## src/rtl/period_meter_pkg.sv

```systemverilog
// Shared definitions for the period meter and the blocks that consume its
// PERIOD output (speed estimation uses the same default width and limit).
package period_meter_pkg;

  typedef enum logic [1:0] {
    ST_IDLE    = 2'd0,
    ST_MEASURE = 2'd1,
    ST_STALLED = 2'd2
  } pm_state_e;

  localparam int PM_W_DEFAULT          = 16;
  localparam int PM_MIN_PERIOD_DEFAULT = 4;
  localparam int PM_TIMEOUT_DEFAULT    = 65535;

endpackage

```

## src/rtl/period_meter_if.sv

```systemverilog
// Measurement bus of the period meter: enable and raw signal in, period
// result, strobes and stall level out.
interface period_meter_if #(
  parameter int W = period_meter_pkg::PM_W_DEFAULT
);
  logic         EN;
  logic         SIG_IN;
  logic [W-1:0] PERIOD;
  logic         PERIOD_VALID;
  logic         EDGE_PULSE;
  logic         REJECT;
  logic         TIMEOUT;

  // Controller side: drives enable and the signal, observes results.
  modport master (
    output EN, SIG_IN,
    input  PERIOD, PERIOD_VALID, EDGE_PULSE, REJECT, TIMEOUT
  );

  // Meter side.
  modport slave (
    input  EN, SIG_IN,
    output PERIOD, PERIOD_VALID, EDGE_PULSE, REJECT, TIMEOUT
  );
endinterface

```

## src/rtl/period_meter_sync_edge_detect.sv

```systemverilog
// Two-flop synchroniser for an asynchronous input followed by a third flop
// for rising-edge detection. RISE is high for one cycle when the
// synchronised input goes 0 -> 1. Reusable for the hall inputs.
module sync_edge_detect (
  input  logic CLK,
  input  logic RST,
  input  logic D,
  output logic RISE
);

  logic sync1_q;
  logic sync2_q;
  logic sync3_q;

  // Synchroniser chain plus the history flop used by the edge detector.
  always_ff @(posedge CLK) begin
    if (RST) begin
      sync1_q <= 1'b0;
      sync2_q <= 1'b0;
      sync3_q <= 1'b0;
    end else begin
      sync1_q <= D;
      sync2_q <= sync1_q;
      sync3_q <= sync2_q;
    end
  end

  assign RISE = sync2_q & ~sync3_q;

endmodule

```

## src/rtl/period_meter.sv

```systemverilog
// Period meter: counts CLK cycles between rising edges of an external square
// wave, rejects edges that come too early as glitches and reports a stall
// when no edge arrives within TIMEOUT_CYC cycles.
module period_meter
  import period_meter_pkg::*;
#(
  parameter int W           = PM_W_DEFAULT,
  parameter int MIN_PERIOD  = PM_MIN_PERIOD_DEFAULT,
  parameter int TIMEOUT_CYC = PM_TIMEOUT_DEFAULT
) (
  input  logic          CLK,
  input  logic          RST,
  period_meter_if.slave bus
);

  localparam logic [W-1:0] MIN_CNT = W'(MIN_PERIOD);
  localparam logic [W-1:0] TMO_CNT = W'(TIMEOUT_CYC);
  localparam logic [W-1:0] ONE_CNT = W'(1);

  logic      rise;
  pm_state_e state_q;
  logic [W-1:0] cnt_q;
  logic [W-1:0] period_q;
  logic      valid_q;
  logic      edge_q;
  logic      reject_q;
  logic      timeout_q;

  // The synchroniser runs independently of EN so re-enabling while SIG_IN is
  // already high cannot produce a false edge.
  sync_edge_detect u_sync (
    .CLK  (CLK),
    .RST  (RST),
    .D    (bus.SIG_IN),
    .RISE (rise)
  );

  // Measurement FSM, cycle counter and registered outputs. The counter holds
  // the number of cycles since the last reference edge, so an edge seen with
  // counter value N means the period is N. It saturates at TIMEOUT_CYC.
  always_ff @(posedge CLK) begin
    if (RST) begin
      state_q   <= ST_IDLE;
      cnt_q     <= '0;
      period_q  <= '0;
      valid_q   <= 1'b0;
      edge_q    <= 1'b0;
      reject_q  <= 1'b0;
      timeout_q <= 1'b0;
    end else begin
      valid_q  <= 1'b0;
      edge_q   <= 1'b0;
      reject_q <= 1'b0;
      if (!bus.EN) begin
        // Disabled: drop any partial count; PERIOD keeps its last value.
        state_q   <= ST_IDLE;
        cnt_q     <= '0;
        timeout_q <= 1'b0;
      end else begin
        edge_q <= rise;
        unique case (state_q)
          ST_IDLE: begin
            if (rise) begin
              state_q <= ST_MEASURE;
              cnt_q   <= ONE_CNT;
            end else begin
              cnt_q <= '0;
            end
          end
          ST_MEASURE: begin
            if (rise && (cnt_q >= MIN_CNT)) begin
              // Accepted edge; also wins over a simultaneous timeout.
              period_q  <= cnt_q;
              valid_q   <= 1'b1;
              timeout_q <= 1'b0;
              cnt_q     <= ONE_CNT;
            end else begin
              if (rise) begin
                reject_q <= 1'b1;
              end
              if (cnt_q >= TMO_CNT) begin
                state_q   <= ST_STALLED;
                timeout_q <= 1'b1;
                cnt_q     <= TMO_CNT;
              end else begin
                cnt_q <= cnt_q + ONE_CNT;
              end
            end
          end
          ST_STALLED: begin
            // The first edge after a stall only re-primes; TIMEOUT stays up
            // until a period is actually measured.
            if (rise) begin
              state_q <= ST_MEASURE;
              cnt_q   <= ONE_CNT;
            end else begin
              cnt_q <= TMO_CNT;
            end
          end
          default: begin
            state_q <= ST_IDLE;
            cnt_q   <= '0;
          end
        endcase
      end
    end
  end

  assign bus.PERIOD       = period_q;
  assign bus.PERIOD_VALID = valid_q;
  assign bus.EDGE_PULSE   = edge_q;
  assign bus.REJECT       = reject_q;
  assign bus.TIMEOUT      = timeout_q;

endmodule

```

## src/flat_wrapper.sv

```systemverilog
// flat-port wrapper written by rule: the top's interface ports become plain ports
module period_meter_flat import period_meter_pkg::*;
#(
  parameter int W           = PM_W_DEFAULT,
  parameter int MIN_PERIOD  = PM_MIN_PERIOD_DEFAULT,
  parameter int TIMEOUT_CYC = PM_TIMEOUT_DEFAULT
)
  (CLK, RST, bus_EN, bus_SIG_IN, bus_PERIOD, bus_PERIOD_VALID, bus_EDGE_PULSE, bus_REJECT, bus_TIMEOUT);
  period_meter_if #(.W(W)) bus_i ();
  input  logic CLK;
  input  logic RST;
  input wire logic [$bits(bus_i.EN)-1:0] bus_EN;
  input wire logic [$bits(bus_i.SIG_IN)-1:0] bus_SIG_IN;
  output wire logic [$bits(bus_i.PERIOD)-1:0] bus_PERIOD;
  output wire logic [$bits(bus_i.PERIOD_VALID)-1:0] bus_PERIOD_VALID;
  output wire logic [$bits(bus_i.EDGE_PULSE)-1:0] bus_EDGE_PULSE;
  output wire logic [$bits(bus_i.REJECT)-1:0] bus_REJECT;
  output wire logic [$bits(bus_i.TIMEOUT)-1:0] bus_TIMEOUT;
  assign bus_i.EN = bus_EN;
  assign bus_i.SIG_IN = bus_SIG_IN;
  assign bus_PERIOD = bus_i.PERIOD;
  assign bus_PERIOD_VALID = bus_i.PERIOD_VALID;
  assign bus_EDGE_PULSE = bus_i.EDGE_PULSE;
  assign bus_REJECT = bus_i.REJECT;
  assign bus_TIMEOUT = bus_i.TIMEOUT;
  period_meter #(.W(W), .MIN_PERIOD(MIN_PERIOD), .TIMEOUT_CYC(TIMEOUT_CYC)) u_core (.CLK(CLK), .RST(RST), .bus(bus_i));
endmodule
```

## config.mk

```make
export PLATFORM = sky130hd
export DESIGN_NAME = period_meter_flat
export DESIGN_NICKNAME = d
export VERILOG_FILES = /design/src/rtl/period_meter_pkg.sv /design/src/rtl/period_meter_if.sv /design/src/rtl/period_meter_sync_edge_detect.sv /design/src/rtl/period_meter.sv /design/src/flat_wrapper.sv
export SDC_FILE = /design/constraint.sdc
export NUM_CORES = 1
export LEC_CHECK = 0
export ABC_AREA = 1
export BUFFER_PORTS_ARGS = -buffer_cell sky130_fd_sc_hd__buf_2
export CAP_MARGIN = 20
export CORE_UTILIZATION = 55
export CTS_CLUSTER_DIAMETER = 80
export DETAILED_ROUTE_END_ITERATION = 8
export PLACE_DENSITY = 0.76
export SYNTH_ARGS = -nofsm -noshare
export SYNTH_HDL_FRONTEND = slang
export SYNTH_SLANG_ARGS = --single-unit
```

## constraint.sdc

```tcl
create_clock -name CLK -period 1.7 [get_ports CLK]
set_input_delay 0.17 -clock CLK [delete_from_list [all_inputs] [get_ports CLK]]
set_output_delay 0.17 -clock CLK [all_outputs]
set_load 0.02 [all_outputs]
```

==> impl_metrics.yaml <==
setup_path:
  cp_common_cell: "nand2_2"
  crit_chain: "ha_2, nand2_2, nor2_2, nand2_2, nor2_4, inv_2, o21ai_0, nand2_1, a21oi_1"
  cp.buffers_inverters: 1
  cp_max_fo: 7
  reg2reg_from: "u_core.cnt_q[1]"
  cpPeakStageDelay_ns: 0.39
  r2r_slack_ns: 0.17
  required_ns: 2.01
  crit_type: "register to register"
  start_kind: "register"
  arrival_ns: 1.84
  cp_top_family: "simple AND/OR/NAND/NOR gates"
  rr_worst_depth: 9
  slowest_stage: "dfxtp_1"
  crit_cells: 9
  end_kind: "register"
  r2r_end: "u_core.cnt_q[6]"
placed_design:
  dpl.hpwl_um: 3348
  port_buffers: 23
  pre_cts_slack_ns: -0.02992
  gp_congestion: 0.9355
final_layout:
  fin_util: 0.6857
  area_growth_pct: 17.59
  diodes: 0
  drive_above_1_share: 0.1975
  regArea_um2: 820.8
  final_nets: 324
  multi_input_area_um2: 1005
  nFillCells: 314
timing:
  period_share: 0.9012
  slew_viol_final: 0
  hold_viol: 0
  worstMarginPinSlew_ns: 0.3821
  grt_setup_unrepaired: "no"
  fmax_mhz: 652.7
  finalSetupViolations: 0
  slew_headroom: 0.7443
  finClkSkew_ns: 0.009338
  worst_slack_ns: 0.1680
  min_period_ns: 1.532
min_path:
  worstHoldPathCells: 3
  hold_path_end: "u_core.u_sync.sync1_q"
  holdCritPathClass: "input port to register"
  min_from: "bus_SIG_IN"
drt:
  drcViolationCount: 0
  wl_per_cell_um: 13.25
  avgViaCountPerCell: 5.381
  wl_um: 4835
  drtIter0Drc: 171
  vias: 1964
  drt_first_pass_iters: 8
  antenna_left: 0
global_routing:
  overflow: 0
  antenna_found_initial: 0
  grt_pass1_vias: 1749
  track_usage: 0.2668
  grt_start_max_net_pins: 21
  grt_pass1_wl_um: 8190
clock_tree:
  insertion_delay_ns: 0.36
  numCtsBuffers: 5
  tritoncts: "done"
  path_clk_slew_ns: 0.14
  cts_max_level: 2
  hold_buffers: 0
  clockBufferDepth: 2
  root_buffer: "clkbuf_4"
  cts_sinks: 41
power:
  cellLeakagePower_uw: 0.0009710
  power_density_nw_per_um2: 784.5
  finalPower_uw: 1837
  ir_worst_vdd_uv: 477.1
logic_synthesis:
  ys_seq_area_frac: 0.4121
  ys_types: 25
  syn-cell-area_um2: 1992
  yosysWarnings: 0
  synthCells: 284
  syn_area_per_cell_um2: 7.014
  synth_nets: 290
  ys_seq_elements: 41
die:
  row_count: 21
  die_x_um: 62.18
  io_pins: 24
  start_util: 0.5832
  core_um2: 3416
  die_area_um2: 3866
  die_h_um: 62.18
flow_run:
  max_cap_violations: 0
run_status:
  outcome: "finished clean"
[area by class of cell]
type                       instances  area share
sequential                        41      0.3504
tap                               46     0.02457
clock buffer                       5     0.01603
timing repair buffer              40      0.1090
multi-input combinational        204      0.4290
clock inverter                     3     0.02938
inverter                          26     0.04167
[logic make-up after synthesis]
logic type | after synthesis | synth area share
flip-flops | 41 | 0.4121
adder cells (fa/ha/maj) | 2 | 0.01256
AND/OR/NAND/NOR | 156 | 0.3549
XOR/XNOR | 4 | 0.01759
buffers and inverters | 39 | 0.08982
AO/OA/AOI/OAI | 42 | 0.1131
[state kept, by name (all words and copies together) (netlist names)]
name	cells
u_core.bus.PERIOD	16
u_core.bus.TIMEOUT	1
u_core.bus.PERIOD_VALID	1
u_core.cnt_q	16
u_core.u_sync.sync1_q	1
u_core.bus.EDGE_PULSE	1
u_core.u_sync.sync3_q	1
u_core.bus.REJECT	1
u_core.u_sync.sync2_q	1
u_core.state_q	2
[routing by layer]
layer / GRT usage / part of all wire / up-vias
met1: 0.3548 / 0.45 / 882
met4: 0.1017 / 0.018 / 0
met2: 0.4148 / 0.47 / 75
met3: 0.06801 / 0.066 / 9
met5: 0 / 0 / -
li1: - / - / 998
[worst reg2reg max path: stages, from the launching register on]
cell and delay [ns]:
dfxtp_1 0.39, ha_2 0.22, nand2_2 0.07, nor2_2 0.17, nand2_2 0.12, nor2_4 0.14, inv_2 0.09, o21ai_0 0.10
nand2_1 0.08, a21oi_1 0.11
[cell usage in the layout (no fill, tap or decap), drive strengths merged, types with 3 or more instances in the layout]
master,instances
nand2,74
dfxtp,41
buf,40
nor2,36
a21oi,35
inv,27
nand4,22
nand3,19
o21ai,5
clkbuf,5
or2,3
[worst max path at each step]
stage	to	slack (ns)	startpoint
after floorplan	u_core.cnt_q[2]	0.28	u_core.cnt_q[1]
after global placement	u_core.cnt_q[13]	0.01	u_core.cnt_q[1]
after detailed placement	u_core.cnt_q[6]	-0.03	u_core.cnt_q[1]
after CTS	u_core.cnt_q[6]	0.01	u_core.cnt_q[1]
after global routing	u_core.cnt_q[15]	0.02	u_core.cnt_q[7]
final	u_core.cnt_q[6]	0.17	u_core.cnt_q[1]
[cells in the mapped netlist]
cell	number	area (um^2)
nand2_1	72	270.3
dfxtp_1	41	820.8
a21oi_1	34	170.2
nor2_1	31	116.4
inv_1	25	93.84
nand4_1	22	137.6
nand3_1	18	90.09
buf_2	5	25.02
nor2_2	5	31.28
o21ai_0	5	25.02
clkbuf_1	4	15.01
buf_6	3	33.78
or2_1	3	18.77
ha_1	2	25.02
nand2_2	2	12.51
xnor2_1	2	17.52
xor2_1	2	17.52
a21oi_4	1	16.27
a31oi_1	1	6.260
buf_4	1	7.510
inv_2	1	3.750
nand3_2	1	10.01
nand3b_1	1	7.510
nor4_2	1	12.51
o211ai_1	1	7.510
[what timing repair did]
action	in CTS	in global routing
pin swaps	0	1
resized for setup	1	4
gates cloned	0	0
setup endpoints to repair	7	7
setup buffers	0	2
[stage by stage]
step	cells	hold slack (ns)	instance area, um^2	TNS, ns
6_report	365	0.01286	2342	0
5_1_grt	365	0.003109	2342	0
3_3_place_gp	355	0.3825	2196	0
4_1_cts	363	0.01184	2305	0
3_5_place_dp	355	0.3931	2196	-0.07374
2_1_floorplan	284	0.2770	1992	0
[power by group]
group / switching, uW / internal, uW / total [uW]
sequential: 1.66 / 965 / 967
clock: 351 / 463 / 814
combinational: 39.0 / 17.6 / 56.6
No activity file was read; power rests on OpenSTA's default activity.
